### src/rtl/dcache_controller.sv
// Miss/refill sequencer for a 2-way, 16-set, 32-byte-line data cache SRAM.
// Define DCACHE_PERF_CNT_EN to add saturating hit/miss counter outputs.
module dcache_controller (
    input  logic         clk_i,
    input  logic         rst_i,
    input  logic         cpu_req_i,
    input  logic         cpu_we_i,
    input  logic [31:0]  cpu_addr_i,
    input  logic [31:0]  cpu_data_i,
    output logic [31:0]  cpu_data_o,
    output logic         cpu_stall_o,
    output logic         sram_enable_o,
    output logic         sram_write_o,
    output logic [3:0]   sram_addr_o,
    output logic [24:0]  sram_tag_o,
    output logic [255:0] sram_data_o,
    input  logic         sram_hit_i,
    input  logic [24:0]  sram_tag_i,
    input  logic [255:0] sram_data_i,
    output logic         mem_req_o,
    output logic         mem_we_o,
    output logic [31:0]  mem_addr_o,
    output logic [255:0] mem_data_o,
    input  logic [255:0] mem_data_i,
    input  logic         mem_ack_i
`ifdef DCACHE_PERF_CNT_EN
    ,
    output logic [31:0]  hit_cnt_o,
    output logic [31:0]  miss_cnt_o
`endif
);

    localparam logic [1:0] IDLE      = 2'd0;
    localparam logic [1:0] WRITEBACK = 2'd1;
    localparam logic [1:0] ALLOCATE  = 2'd2;
    localparam logic [1:0] REFILL    = 2'd3;

    logic [1:0]   state;
    logic [1:0]   state_next;
    logic [22:0]  miss_tag;
    logic [3:0]   miss_index;
    logic [22:0]  victim_tag;
    logic [255:0] victim_line;
    logic [255:0] fill_line;
    logic [7:0]   word_sel;
    logic [255:0] merged_line;
    logic         lookup_hit;
    logic         lookup_miss;
    logic         victim_dirty;

    assign word_sel     = {cpu_addr_i[4:2], 5'b0};
    assign lookup_hit   = (state == IDLE) && cpu_req_i && sram_hit_i;
    assign lookup_miss  = (state == IDLE) && cpu_req_i && !sram_hit_i;
    assign victim_dirty = sram_tag_i[24] && sram_tag_i[23];
    assign cpu_stall_o  = (state != IDLE) || (cpu_req_i && !sram_hit_i);

    always_comb begin
        merged_line = sram_data_i;
        merged_line[word_sel +: 32] = cpu_data_i;
    end

    always_comb begin
        state_next    = state;
        cpu_data_o    = 32'd0;
        sram_enable_o = 1'b0;
        sram_write_o  = 1'b0;
        sram_addr_o   = 4'd0;
        sram_tag_o    = 25'd0;
        sram_data_o   = 256'd0;
        mem_req_o     = 1'b0;
        mem_we_o      = 1'b0;
        mem_addr_o    = 32'd0;
        mem_data_o    = 256'd0;
        case (state)
            IDLE: begin
                sram_enable_o = cpu_req_i;
                sram_addr_o   = cpu_addr_i[8:5];
                sram_tag_o    = {1'b1, cpu_we_i, cpu_addr_i[31:9]};
                if (lookup_hit) begin
                    cpu_data_o = sram_data_i[word_sel +: 32];
                    if (cpu_we_i) begin
                        sram_write_o = 1'b1;
                        sram_data_o  = merged_line;
                    end
                end else if (lookup_miss) begin
                    state_next = victim_dirty ? WRITEBACK : ALLOCATE;
                end
            end
            WRITEBACK: begin
                mem_req_o  = 1'b1;
                mem_we_o   = 1'b1;
                mem_addr_o = {victim_tag, miss_index, 5'b0};
                mem_data_o = victim_line;
                if (mem_ack_i) state_next = ALLOCATE;
            end
            ALLOCATE: begin
                mem_req_o  = 1'b1;
                mem_addr_o = {miss_tag, miss_index, 5'b0};
                if (mem_ack_i) state_next = REFILL;
            end
            default: begin
                // Install the clean line; the CPU's re-lookup in IDLE then hits.
                sram_enable_o = 1'b1;
                sram_write_o  = 1'b1;
                sram_addr_o   = miss_index;
                sram_tag_o    = {1'b1, 1'b0, miss_tag};
                sram_data_o   = fill_line;
                state_next    = IDLE;
            end
        endcase
    end

    always_ff @(posedge clk_i or posedge rst_i) begin
        if (rst_i) begin
            state       <= IDLE;
            miss_tag    <= 23'd0;
            miss_index  <= 4'd0;
            victim_tag  <= 23'd0;
            victim_line <= 256'd0;
            fill_line   <= 256'd0;
        end else begin
            state <= state_next;
            if (lookup_miss) begin
                miss_tag    <= cpu_addr_i[31:9];
                miss_index  <= cpu_addr_i[8:5];
                victim_tag  <= sram_tag_i[22:0];
                victim_line <= sram_data_i;
            end
            if (state == ALLOCATE && mem_ack_i) fill_line <= mem_data_i;
        end
    end

`ifdef DCACHE_PERF_CNT_EN
    logic relookup;

    function automatic logic [31:0] sat_inc(input logic [31:0] v);
        return (v == 32'hFFFF_FFFF) ? v : v + 32'd1;
    endfunction

    // The first IDLE cycle after REFILL is the miss's own re-lookup, not a new hit.
    always_ff @(posedge clk_i or posedge rst_i) begin
        if (rst_i) begin
            relookup   <= 1'b0;
            hit_cnt_o  <= 32'd0;
            miss_cnt_o <= 32'd0;
        end else begin
            relookup <= (state == REFILL);
            if (lookup_hit && !relookup) hit_cnt_o <= sat_inc(hit_cnt_o);
            if (lookup_miss) miss_cnt_o <= sat_inc(miss_cnt_o);
        end
    end
`endif

endmodule
### config.mk
export PLATFORM = sky130hd
export DESIGN_NAME = dcache_controller
export DESIGN_NICKNAME = d
export VERILOG_FILES = /design/src/rtl/dcache_controller.sv
export SDC_FILE = /design/constraint.sdc
export NUM_CORES = 2
export LEC_CHECK = 0
export ABC_AREA = 1
export BUFFER_PORTS_ARGS = -buffer_cell sky130_fd_sc_hd__buf_2
export CORE_AREA = 2 2 477 479
export CTS_BUF_LIST = sky130_fd_sc_hd__clkbuf_8
export DETAILED_ROUTE_END_ITERATION = 8
export DIE_AREA = 0 0 479 481
export PLACE_DENSITY = 0.33
export SLEW_MARGIN = 20
export SYNTH_ARGS = -nofsm -noshare
export SYNTH_HDL_FRONTEND = slang
export SYNTH_SLANG_ARGS = --single-unit
### constraint.sdc
create_clock -name clk_i -period 35.6 [get_ports clk_i]
set_input_delay 1.78 -clock clk_i [delete_from_list [all_inputs] [get_ports clk_i]]
set_output_delay 1.78 -clock clk_i [all_outputs]
set_load 0.02 [all_outputs]
==> out/results.ini <==
[hold_path]
hold_depth = 2
min-delay-path-class = register to register
holdCritStartpoint = victim_tag[15]

[cells_and_area]
finalNetCount = 6431
area_growth_syn_to_layout_pct = 34.7
post-route-util_pct = 20.0
fillers = 26257
multiInputGateArea_um2 = 15700
post_route_cells_drive_above_1_share_pct = 29.2
layout.cells.non_filler = 8979
area.sequential_um2 = 14100

[setup_path]
worst-setup-path-type = primary input to output port
crit_path_max_fanout = 67
setup.worst_path.end_class = output port
crit-reg2reg-launch = state[0]
startpoint_class_of_the_critical_path = primary input
worstPathRequired_ns = 33.82
arrival_ns = 6.58
origin_of_the_worst_setup_path = cpu_addr_i[3]
worst_r2r_path_depth = 9

[cts]
cts-htree-levels = 3
clock_latency_ns = 0.91
post_cts.resized_instances = 0
cts_sinks = 564
numCtsBuffers = 120
clock_tree.buffer_depth = 3
cts_tree = done
cts_setup_buffers = 0
cts_hold_repair.buffers = 0
root_buffer = sky130_fd_sc_hd__clkbuf_8
clk_pin_slew_worst_paths_ns = 0.06

[timing]
slew_viol_final = 0
max_slew_margin_pct = 31.2
fmaxAchievable_mhz = 120
rsz0062_at_grt = false
holdWs_ns = 0.479
setup_total_negative_slack_ns = 0
worst-slew-pin-transition_ns = 1.03
fraction_of_the_cycle_the_final_worst_path_needs_pct = 23.5
min_period_ns = 8.36
timing.final.hold_violations = 0
report.final.setup_viol = 0
finalClockSkew_ns = 0.0649

[logic_synthesis]
post_synth_instance_area_um2 = 33500
synth.cells.most_frequent = sky130_fd_sc_hd__nand2_1, sky130_fd_sc_hd__nand3_1, sky130_fd_sc_hd__inv_1
yosys.cell_count.top_type = sky130_fd_sc_hd__nand2_1
synth_largest_area_cell = sky130_fd_sc_hd__dfrtp_1
xor_xnor_fraction_of_synth_area_pct = 0
cells_taking_the_most_area_after_synthesis = sky130_fd_sc_hd__dfrtp_1, sky130_fd_sc_hd__nand2_1, sky130_fd_sc_hd__nand3_1, sky130_fd_sc_hd__mux2_2, sky130_fd_sc_hd__inv_1
synth_enable_flop_cells = 0
combinational_family_with_the_most_area_after_synthesis = simple AND/OR/NAND/NOR gates
postSynth.asyncResetShare_pct = 100
synth_seq_cells = 564
synth.avg_cell_area_um2 = 7.05
post_synth_mux_area_share_pct = 8.59
synth-compound-area-share_pct = 5.08
seq_area_frac_synth_pct = 42.1
yosysUniqueCellTypes = 22
post_synthesis_share_of_cell_area_spent_on_and_or_nand_and_nor_gates_pct = 32.5
postSynthCellCount = 4761
synthAdderAreaFrac_pct = 0.373
dominantRegCellSynth = sky130_fd_sc_hd__dfrtp_1
yosys.area.top_type_share_pct = 42.1
synthesis.yosys.warnings = 0

[placement]
numPlacedInstances = 8701
routabilityCongestion = 0.929
hpwl_after_dpl_um = 236000
io_buffers = 1209

[global_routing]
maximum_number_of_pins_on_one_net_before_global_route_repair = 194
first_global_vias = 36619
grt_antenna_before_repair = 157
globalRouteOverflowTotal = 0
grt_pass1_wl_um = 366000
global_route.usage.total_pct = 24.1

[floorplanning]
die_h_um = 481
floorplan.die_area_um2 = 230000
boundaryPins = 1217
die_width_um = 479
floorplan.rows = 175
floorplan.initialDensity_pct = 14.9
floorplan.core_area_um2 = 226000

[route]
route.detailed.drc = 0
vias = 38210
first_pass_iteration_count_of_the_detailed_router = 5
post_drt_wl_per_cell_um = 32.1
first_iter_violations = 3745
wl_um = 288000
postRouteAntennaNets = 0
via_per_inst = 4.26

[pwr]
ir_worst_vdd_uv = 34.0
power.static_leakage_uw = 0.0261
post-layout-total-power_uw = 3430
power_per_cell_area_nw_per_um2 = 76.0

[run_status]
run_status = finished, final reports clean

[flow_run]
timing.max_cap.violations = 0

## stage by stage
| stage | cell area [um2] | setup WS [ns] |
|---|---|---|
| after floorplan | 33600 | 18.05 |
| after global placement | 42400 | 27.38 |
| after detailed placement | 42400 | 27.35 |
| after CTS | 45000 | 27.36 |
| after global routing | 45100 | 27.11 |
| final | 45200 | 27.24 |
## registers in the layout, summed over array words and instances, names as in the netlist
signal,flops
fill_line,256
miss_index,4
miss_tag,23
state,2
victim_line,256
victim_tag,23
## logic make-up (layout without fill, tap and decap cells)
kind of cell | count (synthesis) | in the layout
AND/OR/NAND/NOR | 2646 | 2646
multiplexers | 256 | 256
flip-flops | 564 | 564
AO/OA/AOI/OAI | 339 | 339
other | 1 | 67
adder cells (fa/ha/maj) | 10 | 10
buffers and inverters | 945 | 2088
## final cells by class
| class | count | share of cell area, % |
|---|---|---|
| sequential | 564 | 31.2 |
| multi-input combinational | 3256 | 34.8 |
| tap | 3009 | 8.33 |
| clock buffer | 149 | 4.54 |
| timing repair buffer | 1271 | 14.5 |
| inverter | 601 | 5.01 |
| clock inverter | 67 | 1.24 |
| antenna | 62 | 0.343 |
## power breakdown
group	leakage [uW]	switching [uW]	internal, uW	total, uW
logic	0.0177	1020	471	1490
registers	0.00685	176	973	1150
clock network	0.00148	352	441	793
## layer usage
metal | up-vias | GRT usage (%) | part of all wire [%]
met4 | 98 | 8.59 | 3.6
met3 | 422 | 6.52 | 8.6
li1 | 17059 | - | -
met5 | - | 0 | 0.21
met2 | 1996 | 37.1 | 44
met1 | 18635 | 32.1 | 44
## path summary, 6_finish.rpt
path,endpoint,slack [ns]
hold reg to reg,victim_tag[15],0.48
setup / recovery,sram_data_o[247],27.24
min in group asynchronous,fill_line[252],0.99
hold / removal,victim_tag[15],0.48
setup reg to reg,fill_line[3],31.02
max in group asynchronous,fill_line[189],31.16
## worst max-delay path, stage by stage
cell and delay (ns):
sky130_fd_sc_hd__buf_2 0.08, sky130_fd_sc_hd__buf_4 0.64, sky130_fd_sc_hd__inv_2 0.52, sky130_fd_sc_hd__ha_2 0.47
sky130_fd_sc_hd__buf_4 0.66, sky130_fd_sc_hd__clkinv_1 0.95, sky130_fd_sc_hd__nand3_1 0.38, sky130_fd_sc_hd__nand2_1 0.23
sky130_fd_sc_hd__nand3_1 0.39, sky130_fd_sc_hd__nand2_1 0.20, sky130_fd_sc_hd__buf_2 0.21
## layout by cell type, fill, tap and decap left out, types with 3 or more instances in the layout
master                          n
sky130_fd_sc_hd__inv_1        633
sky130_fd_sc_hd__diode_2       62
sky130_fd_sc_hd__nand3_1      636
sky130_fd_sc_hd__inv_2          3
sky130_fd_sc_hd__inv_8          3
sky130_fd_sc_hd__ha_1           7
sky130_fd_sc_hd__nand2_2        4
sky130_fd_sc_hd__nand4_1       59
sky130_fd_sc_hd__nor2_2         5
sky130_fd_sc_hd__bufinv_16      9
sky130_fd_sc_hd__clkinv_2       9
sky130_fd_sc_hd__clkinv_1       3
sky130_fd_sc_hd__nor2_1        75
sky130_fd_sc_hd__clkinvlp_4     4
sky130_fd_sc_hd__conb_1         5
sky130_fd_sc_hd__o21ai_0      310
sky130_fd_sc_hd__clkbuf_8     149
sky130_fd_sc_hd__dfrtp_1      564
sky130_fd_sc_hd__o22ai_1        5
sky130_fd_sc_hd__nand2_1     1860
sky130_fd_sc_hd__buf_4         60
sky130_fd_sc_hd__mux2_2       256
sky130_fd_sc_hd__a21oi_1       24
sky130_fd_sc_hd__buf_2       1208
No activity file was read; power rests on OpenSTA's default activity.
